**src/rtl/mc_ctrl_hs.sv**
```systemverilog
// Multi-cycle MIPS control FSM with memory/MDU handshakes.
// Outputs are decoded combinationally from the current state and the held IR fields.
module mc_ctrl_hs #(
    parameter int ALUOP_W     = 4,
    parameter int MEM_TIMEOUT = 16,
    parameter int EN_MDU      = 1
) (
    input  logic               clk,
    input  logic               rst,
    input  logic               Zero,
    input  logic [5:0]         Op,
    input  logic [5:0]         Funct,
    input  logic               mem_ready,
    input  logic               mdu_done,
    output logic               RegWrite,
    output logic               MemWrite,
    output logic               PCWrite,
    output logic               IRWrite,
    output logic               EXTOp,
    output logic               IorD,
    output logic [1:0]         ALUSrcA,
    output logic [1:0]         ALUSrcB,
    output logic [1:0]         PCSource,
    output logic [1:0]         GPRSel,
    output logic [1:0]         WDSel,
    output logic [ALUOP_W-1:0] ALUOp,
    output logic               mem_req,
    output logic               mdu_start,
    output logic               HiLoSel,
    output logic               exc,
    output logic [2:0]         state_o
);
    typedef enum logic [2:0] {
        S_IF = 3'd0, S_ID = 3'd1, S_EXE = 3'd2, S_MEM = 3'd3,
        S_WB = 3'd4, S_MDU = 3'd5, S_ERR = 3'd6
    } state_t;

    localparam logic [3:0] ALU_ADD = 4'd1, ALU_SUB = 4'd2, ALU_AND = 4'd3, ALU_OR  = 4'd4,
                           ALU_SLT = 4'd5, ALU_SLTU = 4'd6, ALU_SLL = 4'd7, ALU_NOR = 4'd8,
                           ALU_LUI = 4'd9, ALU_SRL = 4'd10;
    localparam int CNT_W = (MEM_TIMEOUT < 2) ? 1 : $clog2(MEM_TIMEOUT + 1);
    localparam logic [CNT_W-1:0] CNT_LAST = CNT_W'((MEM_TIMEOUT > 0) ? MEM_TIMEOUT - 1 : 0);
    localparam logic MDU_OK = (EN_MDU != 0);

    logic [2:0]       state_q, state_d;
    logic [CNT_W-1:0] wcnt_q, wcnt_d;
    logic             timeout;

    logic       d_legal, d_j, d_jal, d_jr, d_jalr, d_beq, d_bne, d_lw, d_sw;
    logic       d_shamt, d_iop, d_zext, d_mduop, d_mf, d_mfhi;
    logic [3:0] d_alu;

    always_comb begin
        d_legal = 1'b0; d_j = 1'b0; d_jal = 1'b0; d_jr = 1'b0; d_jalr = 1'b0;
        d_beq = 1'b0; d_bne = 1'b0; d_lw = 1'b0; d_sw = 1'b0; d_shamt = 1'b0;
        d_iop = 1'b0; d_zext = 1'b0; d_mduop = 1'b0; d_mf = 1'b0; d_mfhi = 1'b0;
        d_alu = ALU_ADD;
        case (Op)
            6'b000000: case (Funct)
                6'b100000, 6'b100001: d_legal = 1'b1;
                6'b100010, 6'b100011: begin d_legal = 1'b1; d_alu = ALU_SUB;  end
                6'b100100:            begin d_legal = 1'b1; d_alu = ALU_AND;  end
                6'b100101:            begin d_legal = 1'b1; d_alu = ALU_OR;   end
                6'b100111:            begin d_legal = 1'b1; d_alu = ALU_NOR;  end
                6'b101010:            begin d_legal = 1'b1; d_alu = ALU_SLT;  end
                6'b101011:            begin d_legal = 1'b1; d_alu = ALU_SLTU; end
                6'b000000:            begin d_legal = 1'b1; d_alu = ALU_SLL; d_shamt = 1'b1; end
                6'b000010:            begin d_legal = 1'b1; d_alu = ALU_SRL; d_shamt = 1'b1; end
                6'b000100:            begin d_legal = 1'b1; d_alu = ALU_SLL; end
                6'b000110:            begin d_legal = 1'b1; d_alu = ALU_SRL; end
                6'b001000:            begin d_legal = 1'b1; d_jr = 1'b1;   end
                6'b001001:            begin d_legal = 1'b1; d_jalr = 1'b1; end
                6'b011000, 6'b011001, 6'b011010, 6'b011011:
                                      begin d_legal = MDU_OK; d_mduop = MDU_OK; end
                6'b010000:            begin d_legal = MDU_OK; d_mf = MDU_OK; d_mfhi = 1'b1; end
                6'b010010:            begin d_legal = MDU_OK; d_mf = MDU_OK; end
                default: ;
            endcase
            6'b001000: begin d_legal = 1'b1; d_iop = 1'b1; end
            6'b001100: begin d_legal = 1'b1; d_iop = 1'b1; d_zext = 1'b1; d_alu = ALU_AND; end
            6'b001101: begin d_legal = 1'b1; d_iop = 1'b1; d_zext = 1'b1; d_alu = ALU_OR;  end
            6'b001010: begin d_legal = 1'b1; d_iop = 1'b1; d_alu = ALU_SLT; end
            6'b001111: begin d_legal = 1'b1; d_iop = 1'b1; d_alu = ALU_LUI; end
            6'b100011: begin d_legal = 1'b1; d_lw = 1'b1;  end
            6'b101011: begin d_legal = 1'b1; d_sw = 1'b1;  end
            6'b000100: begin d_legal = 1'b1; d_beq = 1'b1; end
            6'b000101: begin d_legal = 1'b1; d_bne = 1'b1; end
            6'b000010: begin d_legal = 1'b1; d_j = 1'b1;   end
            6'b000011: begin d_legal = 1'b1; d_jal = 1'b1; end
            default: ;
        endcase
    end

    // Counter only advances on stalled IF/MEM cycles; any other cycle leaves it cleared.
    assign timeout = (MEM_TIMEOUT > 0) && (wcnt_q == CNT_LAST);

    always_comb begin
        state_d   = state_q;
        wcnt_d    = '0;
        RegWrite  = 1'b0; MemWrite = 1'b0; PCWrite = 1'b0; IRWrite = 1'b0;
        EXTOp     = 1'b1; IorD = 1'b0;
        ALUSrcA   = 2'b01; ALUSrcB = 2'b00; PCSource = 2'b00; GPRSel = 2'b00; WDSel = 2'b00;
        ALUOp     = ALUOP_W'(ALU_ADD);
        mem_req   = 1'b0; mdu_start = 1'b0; HiLoSel = 1'b0; exc = 1'b0;
        case (state_q)
            S_IF: begin
                mem_req = 1'b1; ALUSrcA = 2'b00; ALUSrcB = 2'b01;
                if (mem_ready) begin
                    PCWrite = 1'b1; IRWrite = 1'b1; state_d = S_ID;
                end else if (timeout) state_d = S_ERR;
                else wcnt_d = wcnt_q + 1'b1;
            end
            S_ID: begin
                if (!d_legal) state_d = S_ERR;
                else if (d_j || d_jal || d_jr || d_jalr) begin
                    PCWrite  = 1'b1;
                    PCSource = (d_jr || d_jalr) ? 2'b11 : 2'b10;
                    if (d_jal || d_jalr) begin
                        RegWrite = 1'b1; WDSel = 2'b10; GPRSel = 2'b10;
                    end
                    state_d = S_IF;
                end else begin
                    ALUSrcA = 2'b00; ALUSrcB = 2'b11; state_d = S_EXE;
                end
            end
            S_EXE: begin
                state_d = S_WB;
                if (d_beq || d_bne) begin
                    ALUOp    = ALUOP_W'(ALU_SUB);
                    PCSource = 2'b01;
                    PCWrite  = (d_beq & Zero) | (d_bne & ~Zero);
                    state_d  = S_IF;
                end else if (d_lw || d_sw) begin
                    ALUSrcB = 2'b10; state_d = S_MEM;
                end else if (d_mduop) begin
                    mdu_start = 1'b1; state_d = S_MDU;
                end else if (!d_mf) begin
                    ALUOp = ALUOP_W'(d_alu);
                    if (d_shamt) ALUSrcA = 2'b10;
                    if (d_iop) begin
                        ALUSrcB = 2'b10; EXTOp = ~d_zext;
                    end
                end
            end
            S_MEM: begin
                IorD = 1'b1; mem_req = 1'b1; MemWrite = d_sw;
                if (mem_ready) state_d = d_sw ? S_IF : S_WB;
                else if (timeout) state_d = S_ERR;
                else wcnt_d = wcnt_q + 1'b1;
            end
            S_WB: begin
                RegWrite = 1'b1;
                if (d_lw) begin
                    WDSel = 2'b01; GPRSel = 2'b01;
                end else if (d_mf) begin
                    WDSel = 2'b11; HiLoSel = d_mfhi;
                end else if (d_iop) GPRSel = 2'b01;
                state_d = S_IF;
            end
            S_MDU: if (mdu_done) state_d = S_IF;
            S_ERR: exc = 1'b1;
            default: state_d = S_IF;
        endcase
    end

    always_ff @(posedge clk or posedge rst) begin
        if (rst) begin
            state_q <= S_IF;
            wcnt_q  <= '0;
        end else begin
            state_q <= state_d;
            wcnt_q  <= wcnt_d;
        end
    end

    assign state_o = state_q;
endmodule
```
**config.mk**
```make
export PLATFORM = sky130hd
export DESIGN_NAME = mc_ctrl_hs
export DESIGN_NICKNAME = d
export VERILOG_FILES = /design/src/rtl/mc_ctrl_hs.sv
export SDC_FILE = /design/constraint.sdc
export NUM_CORES = 1
export LEC_CHECK = 0
export ABC_AREA = 0
export CAP_MARGIN = 20
export CORE_ASPECT_RATIO = 1.4
export CORE_MARGIN = 1.5
export CORE_UTILIZATION = 42
export CTS_CLUSTER_DIAMETER = 100
export DETAILED_ROUTE_END_ITERATION = 8
export GPL_ROUTABILITY_DRIVEN = 0
export GPL_TIMING_DRIVEN = 1
export HOLD_SLACK_MARGIN = 0.03
export PLACE_DENSITY = 0.75
export REMOVE_ABC_BUFFERS = 1
export SLEW_MARGIN = 20
export SYNTH_ARGS = -nofsm -noshare
export SYNTH_HDL_FRONTEND = slang
export SYNTH_SLANG_ARGS = --single-unit
```
**constraint.sdc**
```tcl
create_clock -name clk -period 1.74 [get_ports clk]
set_input_delay 0.348 -clock clk [delete_from_list [all_inputs] [get_ports clk]]
set_output_delay 0.348 -clock clk [all_outputs]
set_load 0.02 [all_outputs]
```
## Yosys cells after proc, flatten, opt, wreduce, memory -nomap -nowiden

Index checks and enable logic that the tools add are counted.

- Flip-flop bits (word level): 8
- Input bits: 17
- Output and inout bits: 27
- Logic and storage cells: 171

- Add/subtract/negate cells: 1
- Eq/ne operators: 39
- Muxes and demuxes: 101
- Bitwise logic cells: 6
- Reductions and logical operators: 22

Operators by type and width:

| operator | count |
|---|---|
| == test 6 bit, second input constant | 11 |
| 2-to-1 mux 1 bit | 54 |
| == test 6 x 4 -> 1 bit, second input constant | 7 |
| 2-to-1 mux 2 bit | 20 |
| == test 6 x 5 -> 1 bit, second input constant | 6 |
| case mux 4 bit (8 select lines) | 1 |
| == test 6 x 3 -> 1 bit, second input constant | 4 |
| 2-to-1 mux 3 bit | 8 |
| OR reduction 21 bit | 1 |
| 2-to-1 mux 4 bit | 5 |
| case mux 4 bit (5 select lines) | 1 |
| == test 6 x 2 -> 1 bit, second input constant | 3 |
| case mux 3 bit (6 select lines) | 1 |
| 2-to-1 mux 5 bit | 3 |
| OR reduction 2 bit | 7 |
| logical NOT 6 bit | 2 |
| case mux 2 bit (2 select lines) | 3 |
| case mux 2 bit (3 select lines) | 2 |
| OR reduction 11 bit | 1 |
| == test 3 bit, second input constant | 3 |
| logical OR 1 bit | 7 |
| == test 3 x 2 -> 1 bit, second input constant | 2 |
| adder 5 x 1 -> 5 bit, second input constant | 1 |
| == test 5 x 4 -> 1 bit, second input constant | 1 |
| other kinds (11) | 15 |

## Logic depth before layout (Yosys ltp)

- Word-level depth: 10
- Mapped depth: 7
- Mapped depth without buffers: 6

## Least setup slack after synthesis

OpenSTA, ideal clock, no wires.

- Path type: register to output
- From: register state_q[2], in the netlist state_o[2]
- To: output port ALUOp[1]
- Arrival time: 1919 ps
- Data required time: 1392 ps
- Path slack: -527 ps
- Stages on the path, launching flop included: 6
- Buffers on the path: 1
- Cell sequence: dfrtp_1 -> buf_2 -> or3b_1 -> nor3_1 -> nand3_1 -> o21ai_0

- Word-level cells in the longest chain between the ends: 2

RTL lines:

| item | RTL line | text |
|---|---|---|
| start: declaration | 45 | `logic [2:0] state_q, state_d;` |
| start signal: assignment | 171 | `state_q <= state_d;` |
| == test 3 x 2 -> 1 bit | 105 | `case (state_q)` |
| 2-to-1 mux 4 bit | 105 |  |
| end: declaration | 26 | `output logic [ALUOP_W-1:0] ALUOp,` |

No other way between the ends.

## Final worst setup path

- From: register state_q[0], in the netlist state_o[0]
- To: output port HiLoSel

- Word-level cells in the longest chain between the ends: 2

RTL lines:

| item | RTL line | text |
|---|---|---|
| == test 3 bit | 105 |  |
| 2-to-1 mux 1 bit | 105 |  |
| end: declaration | 29 | `output logic HiLoSel,` |

No other way between the ends.

==> results.tsv <==
stage	metric	value	unit
run_status	outcome	complete, but fails checks	
run_status	failing checks	setup timing	
route	# DRC	0	
yosys	Post-Syn Instances	194	
layout	area added between synthesis and finish	112	%
global_route	first-pass GRT wire length	11700	µm
yosys	synthesis-stage register bit count	8	
setup_path	largest stage delay on the critical path	430	ps
clock_tree	CTS Sinks	8	
global_route	gr ovfl total	0	
yosys	largest area contributor in the netlist	dfrtp_1	
setup_path	critical path type	reg2out	
timing	final worst path period share	1.37	
timing	Final WS setup	-642	ps
global_route	largest net degree at the start of global routing	13	
setup_path	Critical Path Sink Type	output pin	
die	initial core utilization	0.451	
route	routed wire length	9400	µm
setup_path	crit-path max FO	5	
layout	Cell Count, Final, Fillers Out	344	
setup_path	Critical Path, Cell by Cell	buf_6 -> nand2b_4 -> or2_4 -> nand4b_1 -> nor4_1 -> buf_2	
die	CORE AREA	2910	µm²
layout	layout cell share with drive strength beyond 1	0.599	
route	Antenna Nets Post-Route	0	
clock_tree	Skew-Pair Late Insertion Delay	250	ps
yosys	top-area cell type share of the netlist area	0.153	
clock_tree	Worst-path clk slew	60	ps
clock_tree	total CTS buffers	3	
route	DR WL/cell	27.3	µm
die	num rows	23	
timing	# setup viols final	28	
min_path	worst hold path class	in2async	
clock_tree	Root Buffer Master	clkbuf_8	
power_and_ir_drop	P_leak	1.29	nW
global_route	GRT Overall Usage	0.436	
clock_tree	CTS Hold Bufs	0	
power_and_ir_drop	PD cells	928	nW/µm²
die	Die W	50.2	µm
yosys	Post-synth EDFFs	0	
yosys	most numerous cell in the Yosys netlist	nor2_1	
yosys	Yosys cell types	50	
setup_path	worst path buffer plus inverter count	2	
setup_path	crit path max-delay cell type	dfrtp_1	
die	Die Y	69.1	µm
yosys	Cell Area, Synth	1310	µm²
layout	Layout fillers	64	
run	Max-Cap Viols	0	
timing	Final Max Tran Viols	0	
die	I/O Pins	44	
route	DRT iter0 DRCs	276	
clock_tree	htree depth	1	
yosys	Avg Inst Size Synth	6.75	µm²
timing	RSZ-0062 raised after global routing	true	
yosys	Seq/Total Area, Yosys	0.153	
timing	slew margin rel.	0.629	
setup_path	delay-heaviest family, CP	simple AND/OR/NAND/NOR gates	
timing	Tmin final	2380	ps
timing	fmax	420	MHz
route	via count	2528	
clock_tree	CTS Buffer Depth	2	
setup_path	Critical Path RT	1390	ps
layout	Reg area	200	µm²
layout	antenna diode count	0	
placed_design	Post-DP Area	2190	µm²
placed_design	post-placement setup slack	-1350	ps
route	DRT Pass-1 Iters	5	
power_and_ir_drop	overall power	2.58	mW
placed_design	dpl cells	322	
timing	setup TNS	-9540	ps
yosys	Synth warnings	0	
timing	final hold violation count	0	
layout	cell area after layout	2780	µm²
route	routed vias/inst	7.35	
layout	nets	327	
placed_design	IO Port Bufs	43	
yosys	Main synth FF type	dfrtp_1	
yosys	synth top area cells	dfrtp_1 15%, nor2_1 6.3%, nand2_1 6.0%	
setup_path	Critical Path AT	2030	ps
die	die area	3470	µm²
clock_tree	CTS tree	built	
timing	clock skew	19.8	ps
timing	Worst-Margin Slew	550	ps
global_route	number of global-route vias before repair	2316	
placed_design	Post-DP HPWL	4100	µm
global_route	initial antenna violation count	0	
yosys	commonest cells in the netlist	22 x nor2_1, 21 x nand2_1, 12 x a21oi_1, 12 x o21ai_0, 10 x nand3_1	
setup_path	crit start category	register	
layout	footprint of the multi-input gates	1350	µm²
power_and_ir_drop	Max IR drop VDD	1.19	mV
yosys	Synth async-reset ratio	1.00	
stage by stage:
step                       util  hold WS [ps]
after floorplan               -           164
after CTS                 0.889           393
after global routing      0.957           438
after detailed placement  0.752           477
final                     0.957           392
after global placement    0.752           456
logic make-up after synthesis:
group | count (synthesis) | synth area share
buffers and inverters | 23 | 0.0783
adder cells (fa/ha/maj) | 1 | 0.00955
XOR/XNOR | 5 | 0.0334
AND/OR/NAND/NOR | 107 | 0.469
AO/OA/AOI/OAI | 50 | 0.257
flip-flops | 8 | 0.153
cell usage in the layout, fill, tap and decap left out, types with 4 or more instances in the layout:
cell,instances
nand2_1,15
nand3_1,8
a21oi_1,6
nor2b_2,4
buf_2,7
o21ai_0,9
nor2_1,15
dfrtp_1,8
clkdlybuf4s50_1,4
nor4b_4,4
buf_4,67
inv_1,6
nand2_4,4
nor2_4,4
nor2b_1,5
buf_6,40
dlygate4sd2_1,4
a21oi_2,5
report_power, final:
| part | switching, mW | internal (mW) |
|---|---|---|
| registers | 0.0523 | 0.235 |
| logic | 1.10 | 0.934 |
| clock network | 0.105 | 0.152 |
| total | 1.26 | 1.32 |
path summary, 6_finish.rpt:
| check | slack [ps] | from | end | cells past startpoint |
|---|---|---|---|---|
| max | -640 | state_o[0] | HiLoSel | 6 |
| min | 390 | rst | state_o[0] | 2 |
| max reg2reg | -160 | state_o[2] | state_o[2] | 7 |
| min reg2reg | 530 | wcnt_q[0] | wcnt_q[0] | 1 |
| max in group asynchronous | 1040 | rst | wcnt_q[1] | 2 |
| min in group clk | 530 | wcnt_q[0] | wcnt_q[0] | 1 |
registers in the layout, summed over array words and instances, names as in the netlist:
register / cells
state_o: 3
wcnt_q: 5
worst reg2reg max path, stage by stage (launching register included):
cell and delay (ps):
dfrtp_1 400, buf_6 150, buf_4 150, nor2_4 120, nand2_1 100, buf_4 150
buf_4 140, o311ai_0 520
routing by layer:
metal / routed length, µm / up-vias / GRT usage
li1: - / 936 / -
met2: 4140 / 321 / 0.773
met1: 2790 / 1130 / 0.433
met4: 1320 / 0 / 0.333
met3: 1150 / 141 / 0.0714
met5: 0 / - / 0
cell type report:
cell class / count / share of cell area
clock buffer: 3 / 0.0148
inverter: 8 / 0.0108
multi-input combinational: 163 / 0.487
sequential: 8 / 0.0720
tap: 37 / 0.0166
timing repair buffer: 125 / 0.399
timing repair:
action | 4_1_cts | 5_1_grt
setup endpoints to repair | 31 | 28
buffers inserted | 18 | 8
gates resized for setup | 254 | 47
pin swaps | 23 | 26
No activity file was read; power rests on OpenSTA's default activity.
